===== config.mk =====
export PLATFORM = sky130hd
export DESIGN_NAME = layer_compositor
export DESIGN_NICKNAME = d
export VERILOG_FILES = /design/src/rtl/layer_compositor.sv
export SDC_FILE = /design/constraint.sdc
export NUM_CORES = 1
export LEC_CHECK = 0
export CORE_MARGIN = 2
export CORE_UTILIZATION = 53
export CTS_CLUSTER_DIAMETER = 150
export DETAILED_ROUTE_END_ITERATION = 8
export GPL_TIMING_DRIVEN = 0
export PLACE_DENSITY = 0.94
export SLEW_MARGIN = 20
export SYNTH_ARGS = -nofsm -noshare
export SYNTH_HDL_FRONTEND = slang
export SYNTH_SLANG_ARGS = --single-unit

===== constraint.sdc =====
create_clock -name clk -period 3.7 [get_ports clk]
set_input_delay 0.74 -clock clk [delete_from_list [all_inputs] [get_ports clk]]
set_output_delay 0.74 -clock clk [all_outputs]
set_load 0.005 [all_outputs]

===== src/rtl/layer_compositor.sv =====
// Two-stage pixel compositor: picks the highest-priority opaque layer over a background,
// with frame-latched swap of layers 0/1 and per-layer frame-synchronised damage blinking.
module layer_compositor #(
  parameter int               NUM_LAYERS   = 4,
  parameter int               COL_W        = 16,
  parameter int               IDX_W        = 13,
  parameter logic [COL_W-1:0] TRANSPARENT  = '0,
  parameter int               BLINK_HALF   = 3,
  parameter int               BLINK_PHASES = 6
) (
  input  logic                        clk,
  input  logic                        reset_n,
  input  logic                        frame_begin,
  input  logic                        pixel_valid_in,
  input  logic [IDX_W-1:0]            pixel_index_in,
  input  logic [NUM_LAYERS*COL_W-1:0] layer_col,
  input  logic [COL_W-1:0]            bg_col,
  input  logic [NUM_LAYERS-1:0]       layer_en,
  input  logic [NUM_LAYERS-1:0]       blink_req,
  input  logic                        swap_01,
  output logic                        pixel_valid_out,
  output logic [IDX_W-1:0]            pixel_index_out,
  output logic [COL_W-1:0]            pixel_out,
  output logic [3:0]                  hit_layer,
  output logic [NUM_LAYERS-1:0]       blinking
);

  localparam int PW = $clog2(BLINK_PHASES + 1);
  localparam int FW = (BLINK_HALF > 1) ? $clog2(BLINK_HALF) : 1;
  localparam int LW = $clog2(NUM_LAYERS);
  localparam logic [FW-1:0] F_LAST   = FW'(BLINK_HALF - 1);
  localparam logic          HIDE_PAR = ((BLINK_PHASES % 2) == 1);

  logic                  swap_reg;
  logic [NUM_LAYERS-1:0] hidden;
  logic [NUM_LAYERS-1:0] blink_vec;
  logic [NUM_LAYERS-1:0] opaque_next;

  logic                  valid1_reg;
  logic [IDX_W-1:0]      index1_reg;
  logic [NUM_LAYERS-1:0] opaque1_reg;
  logic [COL_W-1:0]      cols1_reg [NUM_LAYERS];
  logic [COL_W-1:0]      bg1_reg;

  logic [COL_W-1:0]      col_next;
  logic [3:0]            hit_next;

  logic                  valid2_reg;
  logic [IDX_W-1:0]      index2_reg;
  logic [COL_W-1:0]      col2_reg;
  logic [3:0]            hit2_reg;

  // Swap only changes at a frame boundary so a frame never tears.
  always_ff @(posedge clk) begin
    if (!reset_n)
      swap_reg <= 1'b0;
    else if (frame_begin)
      swap_reg <= swap_01;
  end

  genvar gi;
  generate
    for (gi = 0; gi < NUM_LAYERS; gi++) begin : g_layer
      logic [PW-1:0] phase_reg;
      logic [FW-1:0] frame_reg;
      logic          blink_reg;

      always_ff @(posedge clk) begin
        if (!reset_n) begin
          phase_reg <= '0;
          frame_reg <= '0;
          blink_reg <= 1'b0;
        end else if (blink_req[gi]) begin
          phase_reg <= PW'(BLINK_PHASES);
          frame_reg <= '0;
          blink_reg <= 1'b1;
        end else if (frame_begin && (phase_reg != '0)) begin
          if (frame_reg == F_LAST) begin
            frame_reg <= '0;
            phase_reg <= phase_reg - 1'b1;
            if (phase_reg == PW'(1))
              blink_reg <= 1'b0;
          end else begin
            frame_reg <= frame_reg + 1'b1;
          end
        end
      end

      // Phase parity is chosen so the first phase after a request is the hidden one.
      assign hidden[gi]      = blink_reg & (phase_reg[0] == HIDE_PAR);
      assign blink_vec[gi]   = blink_reg;
      assign opaque_next[gi] = layer_en[gi]
                             & (layer_col[gi*COL_W +: COL_W] != TRANSPARENT)
                             & ~hidden[gi];

      always_ff @(posedge clk) begin
        if (!reset_n)
          cols1_reg[gi] <= '0;
        else
          cols1_reg[gi] <= layer_col[gi*COL_W +: COL_W];
      end
    end
  endgenerate

  always_ff @(posedge clk) begin
    if (!reset_n) begin
      valid1_reg  <= 1'b0;
      index1_reg  <= '0;
      opaque1_reg <= '0;
      bg1_reg     <= '0;
    end else begin
      valid1_reg  <= pixel_valid_in;
      index1_reg  <= pixel_index_in;
      opaque1_reg <= opaque_next;
      bg1_reg     <= bg_col;
    end
  end

  // Walk from lowest to highest rank so the highest-ranked opaque layer is written last.
  always_comb begin
    logic [LW-1:0] phys;
    col_next = bg1_reg;
    hit_next = 4'hF;
    phys     = '0;
    for (int r = NUM_LAYERS - 1; r >= 0; r--) begin
      phys = LW'(r);
      if (swap_reg && (r < 2))
        phys = LW'(1 - r);
      if (opaque1_reg[phys]) begin
        col_next = cols1_reg[phys];
        hit_next = 4'(phys);
      end
    end
  end

  always_ff @(posedge clk) begin
    if (!reset_n) begin
      valid2_reg <= 1'b0;
      index2_reg <= '0;
      col2_reg   <= '0;
      hit2_reg   <= 4'hF;
    end else begin
      valid2_reg <= valid1_reg;
      index2_reg <= index1_reg;
      col2_reg   <= col_next;
      hit2_reg   <= hit_next;
    end
  end

  assign pixel_valid_out = valid2_reg;
  assign pixel_index_out = index2_reg;
  assign pixel_out       = col2_reg;
  assign hit_layer       = hit2_reg;
  assign blinking        = blink_vec;

endmodule


==> impl_metrics.py <==
metrics = {
    "logic_synthesis": {
        "synth-xor-area-share_pct": 1.186,
        "synth-seq-area-share_pct": 52.87,
        "ys_ff_latch": 156,
        "synthMuxAreaShare_pct": 3.940,
        "synth_fa_ha_area_share_pct": 2.542,
        "yosys_warnings": 0,
        "synth_top_family_by_area": "simple AND/OR/NAND/NOR gates",
        "yosys.area_share.simple_pct": 21.61,
        "netlist_area_mm2": 0.005907,
        "ys_types": 36,
        "syn-num-nets": 710,
        "synth_compound_area_share_pct": 12.31,
        "avgSynthCellArea_um2": 9.978,
        "syn_inst": 592,
    },
    "cells_and_area": {
        "fillers": 696,
        "fin_nets": 871,
        "area_growth_pct": 37.30,
        "final_area_mm2": 0.008110,
        "n_antenna_cell": 0,
        "drive_gt1_share_pct": 9.399,
        "multi_input_area_mm2": 0.002456,
        "utilization_pct": 74.82,
        "ff_latch_area_mm2": 0.003123,
        "largest_reg_flops": 64,
    },
    "detailed_routing": {
        "routed-wl-met2_um": 7893,
        "firstDrtPassIters": 5,
        "first_iter_violations": 300,
        "vias_per_cell": 5.535,
        "vias": 5015,
        "highest_layer": "met4",
        "routed_wl_um": 16270,
        "antenna_left": 0,
        "met3_length_um": 1590,
        "remaining_drc_errors": 0,
        "wl_per_cell_um": 17.96,
        "wl_met1_um": 6413,
    },
    "placement": {
        "preCtsSetupSlack_ns": 1.317,
        "gp_congestion": 0.9446,
        "placed_area_mm2": 0.007503,
        "port_buffers": 142,
        "dpl.hpwl_um": 11670,
    },
    "cts": {
        "cts_buffer_depth": 2,
        "cts_inserted_buffers": 17,
        "cts.repair.resized": 0,
        "cts.sinks": 156,
        "clk_pin_slew_ns": 0.07,
        "root_buffer": "clkbuf_8",
        "ctsHoldBuffers": 0,
        "clk_latency_ns": 0.54,
        "cts_tree": "yes",
        "cts_max_level": 4,
        "postCtsSetupBuffers": 0,
    },
    "timing": {
        "period_minus_slack_ns": 2.269,
        "fin_ws_ns": 1.431,
        "finalMaxSlewViolations": 0,
        "tns_ns": 0,
        "maxSlewHeadroom_pct": 66.15,
        "hold_violations": 0,
        "setup_viol": 0,
        "rsz0062_at_grt": "false",
        "finClkSkew_ns": 0.008789,
        "max_freq_mhz": 440.8,
        "worstMarginPinSlew_ns": 0.5078,
        "finalCritPeriodShare_pct": 61.32,
    },
    "pwr": {
        "finalPower_mw": 4.006,
        "total_leakage_power_nw": 3.152,
        "p_int_mw": 2.970,
        "power_frac_seq_pct": 45.2,
        "p_comb_share_pct": 11.4,
        "pwr-share-clk_pct": 43.4,
        "p_sw_share_pct": 25.87,
        "ir_drop_v": 0.0003535,
        "p_switching_mw": 1.036,
        "power_density_mw_per_mm2": 494.0,
    },
    "worst_setup_path": {
        "worstSetupPathType": "flop to primary output",
        "cp-start-kind": "flop",
        "path_max_fanout": 3,
        "cp_cell_sequence": "buf_4 -> clkdlybuf4s50_1",
        "crit_path_end_kind": "primary output",
        "critPathMaxStageDelay_ns": 0.48,
        "r2r_slack_ns": 2.10,
        "cp.arrival_ns": 1.53,
        "cpMaxStageDelayCell": "clkdlybuf4s50_1",
        "critPathRequiredTime_ns": 2.96,
    },
    "outcome": {
        "run_status": "completed",
    },
    "global_routing": {
        "overflow": 0,
        "antenna_found_initial": 0,
        "grt_pass1_vias": 4976,
        "track_usage_pct": 27.72,
        "grt_pass1_wl_um": 24830,
        "grt_max_degree": 19,
    },
    "floorplan": {
        "fp.coreArea_mm2": 0.01084,
        "die_w_um": 109.6,
        "std_cell_rows": 38,
        "initial_core_util_pct": 54.49,
        "io_pins": 144,
        "die_height_um": 109.6,
        "die_area_mm2": 0.01201,
    },
    "hold_path": {
        "min_path_type": "flop to flop",
    },
    "job": {
        "max-cap-violations": 0,
    },
}
[worst paths after layout]
path,from,endpoint,cells past startpoint
worst max-delay path,g_layer[2].blink_reg,blinking[2],2
worst min-delay path,index1_reg[0],pixel_index_out[0],1
worst min register to register,index1_reg[0],pixel_index_out[0],1
worst max register to register,g_layer[1].phase_reg[0],g_layer[1].blink_reg,6
[critical path: cells and delay by family, from the launching register on]
family	cells	cell delay, ns
DFF	1	0.39
buffers and inverters	2	0.61
[layout by cell type, fill, tap and decap left out, types with 4 or more instances in the layout]
| master | instances |
|---|---|
| dfxtp_1 | 156 |
| clkdlybuf4s50_1 | 142 |
| and2_1 | 108 |
| nand2_1 | 48 |
| inv_1 | 24 |
| mux2i_1 | 21 |
| a21boi_0 | 16 |
| o22ai_1 | 16 |
| o221ai_1 | 16 |
| nor4_1 | 16 |
| clkbuf_16 | 16 |
| clkbuf_1 | 15 |
| a21oi_1 | 14 |
| buf_2 | 13 |
| o21ai_0 | 12 |
| ha_1 | 12 |
| o21ai_1 | 10 |
| a21oi_2 | 10 |
| buf_4 | 9 |
| nand2b_1 | 9 |
| nor2_1 | 9 |
| o21a_1 | 8 |
| xnor2_1 | 8 |
| nor2b_1 | 5 |
| inv_6 | 5 |
| or3_1 | 4 |
| nand4_1 | 4 |
| nand4b_1 | 4 |
| nor4b_1 | 4 |
| and4_1 | 4 |
| a211oi_1 | 4 |
| inv_8 | 4 |
| clkinv_8 | 4 |
[cell families (layout without fill, tap and decap cells)]
family	count (synthesis)	count (layout)
AND/OR/NAND/NOR	222	222
flip-flops	156	156
AO/OA/AOI/OAI	107	107
buffers and inverters	65	239
multiplexers	22	22
adder cells (fa/ha/maj)	12	12
XOR/XNOR	8	8
[cell usage after synthesis]
master | instances | area (µm²)
o21ai_1 | 10 | 50.05
a21boi_0 | 16 | 120.1
nor4b_1 | 4 | 35.03
dfxtp_1 | 156 | 3123
buf_4 | 9 | 67.56
nand4_1 | 4 | 25.02
and2_1 | 108 | 675.7
mux2i_1 | 21 | 210.2
or2_1 | 1 | 6.260
nand4b_1 | 4 | 35.03
or3_1 | 4 | 25.02
nor2_1 | 9 | 33.78
nor2b_1 | 5 | 31.28
buf_8 | 1 | 15.01
a21oi_2 | 10 | 87.58
buf_6 | 3 | 33.78
xnor2_1 | 8 | 70.07
o41ai_1 | 1 | 8.760
nand2_2 | 2 | 12.51
o221ai_1 | 16 | 140.1
mux2i_4 | 1 | 22.52
ha_1 | 12 | 150.1
inv_1 | 24 | 90.09
buf_2 | 13 | 65.06
a211oi_1 | 4 | 30.03
nand3_2 | 1 | 10.01
clkbuf_1 | 15 | 56.30
a21oi_1 | 14 | 70.07
o22ai_1 | 16 | 100.1
nand2_1 | 48 | 180.2
and4_1 | 4 | 35.03
o21a_1 | 8 | 60.06
nand3_1 | 3 | 15.01
nand2b_1 | 9 | 56.30
nor4_1 | 16 | 100.1
o21ai_0 | 12 | 60.06
[metrics by stage]
| step | cells | hold slack [ns] |
|---|---|---|
| 2_1_floorplan | 592 | 0.4119 |
| 3_3_place_gp | 874 | 0.4155 |
| 3_5_place_dp | 874 | 0.4211 |
| 4_1_cts | 906 | 0.4411 |
| 5_1_grt | 906 | 0.4447 |
| 6_report | 906 | 0.4394 |
[routing by layer]
layer,up-vias,track usage (%)
met5,-,0
li1,2329,-
met4,0,9.222
met3,51,8.595
met1,2347,33.33
met2,288,47.13
[power groups by stage]
stage	registers (mW)	logic [mW]	clock network, mW
2_1_floorplan	1.84	0.200	0
3_3_place_gp	1.84	0.427	0
3_5_place_dp	1.85	0.444	0
4_1_cts	1.81	0.452	1.75
5_1_grt	1.82	0.490	1.81
6_report	1.81	0.456	1.74
[cell type report]
cell class              instances  share of cell area, %
flip-flops and latches        156                  38.51
multi-input cells             371                  30.28
repair buffers                142                  17.53
clock buffers                  17                  5.106
plain buffers                  41                  2.931
clock inverters                15                  2.376
well taps                     140                  2.160
inverters                      24                  1.111
(Power assumes the default switching activity.)
